==> config.mk <==
export PLATFORM = sky130hd
export DESIGN_NAME = maxpool2x2_relu_stream
export DESIGN_NICKNAME = d
export VERILOG_FILES = /design/src/rtl/maxpool2x2_relu_stream.sv
export SDC_FILE = /design/constraint.sdc
export NUM_CORES = 2
export LEC_CHECK = 0
export ABC_AREA = 1
export CELL_PAD_IN_SITES_DETAIL_PLACEMENT = 1
export CELL_PAD_IN_SITES_GLOBAL_PLACEMENT = 1
export CORE_MARGIN = 2
export CORE_UTILIZATION = 30
export CTS_CLUSTER_DIAMETER = 150
export DETAILED_ROUTE_END_ITERATION = 8
export PLACE_DENSITY_LB_ADDON = 0.1
export SYNTH_ARGS = -nofsm -noshare
export SYNTH_HDL_FRONTEND = slang
export SYNTH_SLANG_ARGS = --single-unit
==> constraint.sdc <==
create_clock -name clk -period 8.7 [get_ports clk]
set_input_delay 2.175 -clock clk [delete_from_list [all_inputs] [get_ports clk]]
set_output_delay 2.175 -clock clk [all_outputs]
set_load 0.02 [all_outputs]
==> src/rtl/maxpool2x2_relu_stream.sv <==
// Streaming 2x2 / stride-2 max pool over a raster IEEE-754 single-precision pixel stream.
// Define MAXPOOL_RELU_EN to add ReLU with a magnitude compare; otherwise no activation and full IEEE ordering.
module maxpool2x2_relu_stream #(
    parameter int DATA_WIDTH = 32,
    parameter int WIDTH      = 112,
    parameter int HEIGHT     = 112
) (
    input  logic                  clk,
    input  logic                  rst,
    input  logic                  valid_in,
    input  logic [DATA_WIDTH-1:0] data_in,
    output logic                  valid_out,
    output logic [DATA_WIDTH-1:0] data_out,
    output logic                  frame_done
);

    localparam int HALF = WIDTH / 2;
    localparam int CW   = (WIDTH > 1) ? $clog2(WIDTH) : 1;
    localparam int RW   = (HEIGHT > 1) ? $clog2(HEIGHT) : 1;
    localparam int HW   = (HALF > 1) ? $clog2(HALF) : 1;

    // Returns b only when it orders strictly above a, so ties keep a bit-for-bit.
    function automatic logic [DATA_WIDTH-1:0] pickMax(
        input logic [DATA_WIDTH-1:0] a,
        input logic [DATA_WIDTH-1:0] b
    );
`ifdef MAXPOOL_RELU_EN
        return (b[DATA_WIDTH-2:0] > a[DATA_WIDTH-2:0]) ? b : a;
`else
        logic bothZero;
        logic bWins;
        bothZero = (a[DATA_WIDTH-2:0] == '0) && (b[DATA_WIDTH-2:0] == '0);
        case ({a[DATA_WIDTH-1], b[DATA_WIDTH-1]})
            2'b00:   bWins = b[DATA_WIDTH-2:0] > a[DATA_WIDTH-2:0];
            2'b01:   bWins = 1'b0;
            2'b10:   bWins = !bothZero;
            default: bWins = b[DATA_WIDTH-2:0] < a[DATA_WIDTH-2:0];
        endcase
        return bWins ? b : a;
`endif
    endfunction

    logic [CW-1:0]         col_q, col_d;
    logic [RW-1:0]         row_q, row_d;
    logic [DATA_WIDTH-1:0] hold_q;
    logic                  valid_q;
    logic                  done_q;
    logic [DATA_WIDTH-1:0] data_q;
    logic [DATA_WIDTH-1:0] linebuf_q [HALF];

    logic [DATA_WIDTH-1:0] x;
    logic [DATA_WIDTH-1:0] pairMax;
    logic [DATA_WIDTH-1:0] windowMax;
    logic [HW-1:0]         lbIdx;
    logic                  lastCol;
    logic                  lastRow;

    always_comb begin
`ifdef MAXPOOL_RELU_EN
        x = data_in[DATA_WIDTH-1] ? '0 : data_in;
`else
        x = data_in;
`endif
    end

    assign lbIdx     = HW'(col_q >> 1);
    assign lastCol   = (col_q == CW'(WIDTH - 1));
    assign lastRow   = (row_q == RW'(HEIGHT - 1));
    assign pairMax   = pickMax(hold_q, x);
    assign windowMax = pickMax(linebuf_q[lbIdx], pairMax);

    always_comb begin
        col_d = col_q;
        row_d = row_q;
        if (valid_in) begin
            if (lastCol) begin
                col_d = '0;
                row_d = lastRow ? '0 : row_q + 1'b1;
            end else begin
                col_d = col_q + 1'b1;
            end
        end
    end

    always_ff @(posedge clk or negedge rst) begin
        if (!rst) begin
            col_q   <= '0;
            row_q   <= '0;
            hold_q  <= '0;
            valid_q <= 1'b0;
            done_q  <= 1'b0;
            data_q  <= '0;
        end else begin
            col_q   <= col_d;
            row_q   <= row_d;
            valid_q <= 1'b0;
            done_q  <= 1'b0;
            if (valid_in) begin
                if (!col_q[0]) begin
                    hold_q <= x;
                end else if (row_q[0]) begin
                    valid_q <= 1'b1;
                    data_q  <= windowMax;
                    done_q  <= lastRow && lastCol;
                end
            end
        end
    end

    // Even rows always fill an entry before the odd row reads it, so no reset is needed.
    always_ff @(posedge clk) begin
        if (valid_in && col_q[0] && !row_q[0]) begin
            linebuf_q[lbIdx] <= pairMax;
        end
    end

    assign valid_out  = valid_q;
    assign data_out   = data_q;
    assign frame_done = done_q;

endmodule
[Yosys cells after proc, flatten, opt, wreduce, memory -nomap -nowiden]
Memories as Yosys holds them, arrays and structs flattened.
Index checks and enable logic that the tools add are counted.
Word-level totals
  bits of input ports: 35
  word-level logic and storage cells: 51
  memories kept: 1
  output and inout bits: 34
  bits in writable memories: 1792
  register bits: 80
Cells by class
  magnitude comparators: 4
  $add $sub $neg: 2
  equal/unequal tests: 6
  bitwise logic cells: 1
  mux-type cells: 14
  reductions and logical operators: 17
Memory list
  linebuf_q: depth 56, width 32, read ports 1, clocked after Yosys merged registers in 0, wr ports 1, RTL line 49  | logic [DATA_WIDTH-1:0] linebuf_q [HALF];
Operator list (number)
  $logic_not A31 Y1: 4
  $mux W32: 2
  $gt A31 B31 Y1: 2
  $lt A31 B31 Y1: 2
  $add A7 B1 Y7 const B: 2
  $eq A7 B7 Y1 const B: 2
  $mux W7: 2
  $mux W1: 8
  $pmux W1 S3: 2
  $logic_and A1 B1 Y1: 5
  $eq A2 B1 Y1 const B: 2
  $eq A2 B2 Y1 const B: 2
  $logic_not A2 Y1: 2
  $reduce_and A2 Y1: 2
  $logic_not A1 Y1: 3
  $reduce_and A3 Y1: 1
  $not A1 Y1: 1

[Depth between registers and ports, before layout]
  depth after elaboration: 10
  mapped depth: 34
  mapped depth without buffers: 31

[Worst setup path after synthesis]
No wires, ideal clock.
  kind: input to register
  start: in data_in[22]
  end: reg data_q[10], in the netlist data_out[10]
  data required time: 8.582 ns
  path slack: 0.893 ns
  path buffers: 3
  cell stages on the path: 25
  arrival: 7.689 ns
  library setup time: 0.118 ns
  cell sequence: ha_1 a21o_1 nor2_1 nand2_1 a21oi_1 nand2_1 nand3_1 nand3_1 buf_2 buf_2 o21ai_0 ha_1 nand2_1 inv_1 nand2_1 inv_1 nand2_1 o221ai_1 a21oi_1 nand2_1 nand3_2 buf_2 nand4_1 nand3_1 nand2_1
On the way
  cells in the longest elaborated chain, start to end: 10
  elaborated cells between the ends (all ways): 17
  those cells by class: 4 x order compare; 2 x eq/ne; 4 x mux; 7 x reduce/logical
Ends and longest elaborated chain
  from (decl): RTL line 11  | input logic [DATA_WIDTH-1:0] data_in,
  branches (longest 3 deep; another with $lt A31 B31 Y1)
  $pmux W1 S3 *: RTL line 33  | case ({a[DATA_WIDTH-1], b[DATA_WIDTH-1]})
  $mux W32 *: RTL line 39  | return bWins ? b : a;
  net pairMax[29]: RTL line 52  | logic [DATA_WIDTH-1:0] pairMax;
  branches (longest 3 deep; another with $lt A31 B31 Y1)
  $pmux W1 S3 *: RTL line 33
  $mux W32 *: RTL line 39
  to (signal assigned): RTL line 103  | data_q <= windowMax;
  to (decl): RTL line 48  | logic [DATA_WIDTH-1:0] data_q;
Mark *: on every way through the listed nets, which the timed path passes.
A chain may end at the register's enable or synchronous reset.

[Final worst setup path]
  start: in data_in[29]
  end: reg data_q[16], in the netlist data_out[16]
The elaborated chain is that of the path after synthesis.

==> flow_metrics.tcl <==
set metrics [dict create \
    number_of_enable_type_register_cells_in_the_synthesized_netlist 1792 \
    max-slew-margin-rel 0.200 \
    switch_share 0.392 \
    die_width_um 497 \
    worst_pin_slew_ns 1.20 \
    finalHoldViolations 0 \
    first_iter_violations 4332 \
    area_growth_pct 16.5 \
    achievable-frequency_ghz 0.146 \
    net-switching-power_mw 11.5 \
    synth_most_common_cell "sky130_fd_sc_hd__edfxtp_1" \
    layout-drive-gt1-share 0.0987 \
    numClockSinks 1872 \
    number_of_antenna_violations_at_the_first_check_in_global_routing 19 \
    grt_overflow_total 0 \
    cts_resized 0 \
    wl_per_cell_um 31.6 \
    required_time_at_the_worst_slack_endpoint_ns 9.49 \
    grt_pass1_vias 46800 \
    grt_util_all_layers 0.224 \
    synth_top_area_frac 0.738 \
    synth.cell_area_mm2 0.0729 \
    tritoncts_clock_tree "yes" \
    gp_routability_congestion 0.816 \
    portBuffers 68 \
    report.final.slew_viol_count 0 \
    detailedRoute.firstPassIterationCount 6 \
    placed_standard_cell_area_mm2 0.0786 \
    cts_root_buf "sky130_fd_sc_hd__clkbuf_16" \
    core-area_mm2 0.241 \
    vias_per_cell 5.20 \
    post_cts_hold_fix_bufs 0 \
    min-delay-path-class "flop to flop" \
    peakVddDrop_mv 0.202 \
    leading_post_synthesis_cells_by_cell_area "sky130_fd_sc_hd__edfxtp_1, sky130_fd_sc_hd__nand2_1, sky130_fd_sc_hd__dfrtp_1, sky130_fd_sc_hd__a221oi_1, sky130_fd_sc_hd__nand4_1" \
    critical_path.endpoint_type "flop" \
    synth_async_sr_flop_share 0.0427 \
    path_clk_slew_ns 0.06 \
    final_util 0.352 \
    ant_nets 0 \
    cts_buffers 204 \
    yosysWarningCount 0 \
    number_of_buffers_on_the_longest_clock_path 3 \
    io_pins 69 \
    max_cap_viol 0 \
    period_needed_ns 6.85 \
    fraction_of_the_yosys_area_taken_by_sequential_cells 0.766 \
    total_leakage_power_nw 29.0 \
    synthFlopType "sky130_fd_sc_hd__edfxtp_1" \
    hold_path_depth 2 \
    die_area_mm2 0.247 \
    grt_max_degree 90 \
    clock_skew_ns 0.0275 \
    worst-r2r-cell-count 23 \
    final_min_period_over_clock_period 0.787 \
    timing.setup.tns_ns 0 \
    crit_path_max_fanout 31 \
    final_design_area_no_fill_mm2 0.0849 \
    arrival_ns 7.64 \
    synth_instances 5326 \
    power.internal_mw 17.9 \
    detail_route.drc_violations 0 \
    synthesis.area_per_instance_um2 13.7 \
    h-tree-depth 4 \
    final_net_count 5616 \
    power_total_mw 29.4 \
    postCtsSetupBuffers 0 \
    start_kind "input port" \
    power_frac_seq 0.378 \
    via_count 46200 \
    clock_latency_ns 0.86 \
    wirelength_um 281000 \
    row_count 180 \
    outcome "finished clean" \
    yosys_register_bits 1872 \
    pwr_cell_area_mw_per_mm2 346 \
    starting_density 0.302 \
    place.detailed.hpwl_um 161000 \
    placed_cells_incl_taps 8497 \
    synth_common_cells "sky130_fd_sc_hd__edfxtp_1, sky130_fd_sc_hd__nand2_1, sky130_fd_sc_hd__inv_1" \
    final-setup-viol-count 0 \
    power.share.combinational 0.337 \
    stdcell_count 8882 \
    grt_first_pass_wirelength_um 390000 \
    rsz0062_at_grt "no" \
    synth_cell_type_count 50 \
    synth_fp_nets 5424 \
    die_h_um 497 \
    yosysTopAreaCell "sky130_fd_sc_hd__edfxtp_1" \
    path_class "input port to flop" \
    clkPwrFrac 0.285 \
]
metrics by stage:
stage / setup slack (ns) / hold slack (ns)
6_report: 1.85 / 0.478
5_1_grt: 1.28 / 0.503
4_1_cts: 1.82 / 0.486
3_5_place_dp: 0.919 / 0.470
3_3_place_gp: 0.995 / 0.470
2_1_floorplan: 0.893 / 0.445
state kept, by name (all words and copies together) (netlist names):
signal	cells
frame_done	1
col_q	7
row_q	7
valid_out	1
hold_q	32
linebuf_q	1792
data_out	32
power groups by stage:
stage | Sequential [mW] | Combinational, mW | Clock, mW
finish | 11.1 | 9.90 | 8.36
detailed placement | 11.3 | 10.0 | 0
floorplan | 11.3 | 4.88 | 0
global placement | 11.3 | 9.95 | 0
CTS | 11.1 | 10.0 | 8.54
global route | 11.1 | 10.6 | 8.87
area by class of cell:
cell class              instances  area (um2)
diodes                         13        32.5
clock buffers                 250        5280
clock inverters               122         990
fillers                     25100      156000
inverters                     315        1190
multi-input cells            2885       15500
flip-flops and latches       1872       55800
well taps                    3185        3990
repair buffers                240        2170
logic make-up (layout without fill, tap and decap cells):
logic type | count (synthesis) | in the layout | share of synthesized area
flip-flops | 1872 | 1872 | 0.766
adder cells (fa/ha/maj) | 63 | 63 | 0.0108
buffers and inverters | 569 | 927 | 0.0323
AO/OA/AOI/OAI | 754 | 754 | 0.0727
XOR/XNOR | 2 | 2 | 0.000240
AND/OR/NAND/NOR | 2066 | 2066 | 0.118
other | 0 | 13 | 0
layout by cell type (no fill, tap or decap), types with 14 or more instances in the layout:
cell type                         count
sky130_fd_sc_hd__inv_2               14
sky130_fd_sc_hd__clkinv_2            32
sky130_fd_sc_hd__buf_4              157
sky130_fd_sc_hd__o21ai_0            132
sky130_fd_sc_hd__clkinv_1            60
sky130_fd_sc_hd__edfxtp_1          1792
sky130_fd_sc_hd__a221oi_1           163
sky130_fd_sc_hd__clkdlybuf4s50_1     67
sky130_fd_sc_hd__inv_1              297
sky130_fd_sc_hd__dfrtp_1             80
sky130_fd_sc_hd__buf_12              16
sky130_fd_sc_hd__nor2_1             150
sky130_fd_sc_hd__nand4_1            211
sky130_fd_sc_hd__o21ai_4             19
sky130_fd_sc_hd__a22o_1              73
sky130_fd_sc_hd__a21oi_1            124
sky130_fd_sc_hd__nor3_1              14
sky130_fd_sc_hd__a22oi_1            150
sky130_fd_sc_hd__clkbuf_16          204
sky130_fd_sc_hd__nand2_1           1443
sky130_fd_sc_hd__nand3_1            147
sky130_fd_sc_hd__ha_1                63
sky130_fd_sc_hd__nor2_4              65
sky130_fd_sc_hd__o2111ai_1           19
sky130_fd_sc_hd__clkbuf_1            46
critical path, stage by stage:
cell and delay [ns]:
sky130_fd_sc_hd__clkdlybuf4s50_1 0.46, sky130_fd_sc_hd__ha_1 0.30, sky130_fd_sc_hd__nand2_1 0.06, sky130_fd_sc_hd__nor2_1 0.17, sky130_fd_sc_hd__nand4_1 0.21, sky130_fd_sc_hd__inv_1 0.15
sky130_fd_sc_hd__nand3_1 0.08, sky130_fd_sc_hd__nand3_1 0.20, sky130_fd_sc_hd__nand3_4 0.42, sky130_fd_sc_hd__buf_4 0.40, sky130_fd_sc_hd__o21ai_4 0.66, sky130_fd_sc_hd__ha_1 0.37
sky130_fd_sc_hd__nand2_1 0.09, sky130_fd_sc_hd__nor2_1 0.06, sky130_fd_sc_hd__nand2_1 0.06, sky130_fd_sc_hd__o211ai_1 0.09, sky130_fd_sc_hd__a21oi_1 0.28, sky130_fd_sc_hd__nand2_1 0.14
sky130_fd_sc_hd__nand3_2 0.38, sky130_fd_sc_hd__nand3_4 0.46, sky130_fd_sc_hd__nand2_1 0.20, sky130_fd_sc_hd__nand3_1 0.10, sky130_fd_sc_hd__nand2_1 0.08
metal layers:
layer  track usage  routed length (um)
met4        0.0462                5560
met3        0.0297               13000
met1         0.320              130000
met2         0.363              132000
met5             0                   0
worst paths after layout:
check / from / to / slack, ns
setup reg to reg: col_q[3]$_DFFE_PN0P_ / data_out[16]$_DFFE_PN0P_ / 1.99
setup / recovery: data_in[29] / data_out[16]$_DFFE_PN0P_ / 1.85
hold reg to reg: data_out[24]$_DFFE_PN0P_ / data_out[24]$_DFFE_PN0P_ / 0.48
min in group asynchronous: rst / hold_q[18]$_DFFE_PN0P_ / 1.29
max in group asynchronous: rst / data_out[21]$_DFFE_PN0P_ / 6.23
hold / removal: data_out[24]$_DFFE_PN0P_ / data_out[24]$_DFFE_PN0P_ / 0.48
(Power assumes the default switching activity.)
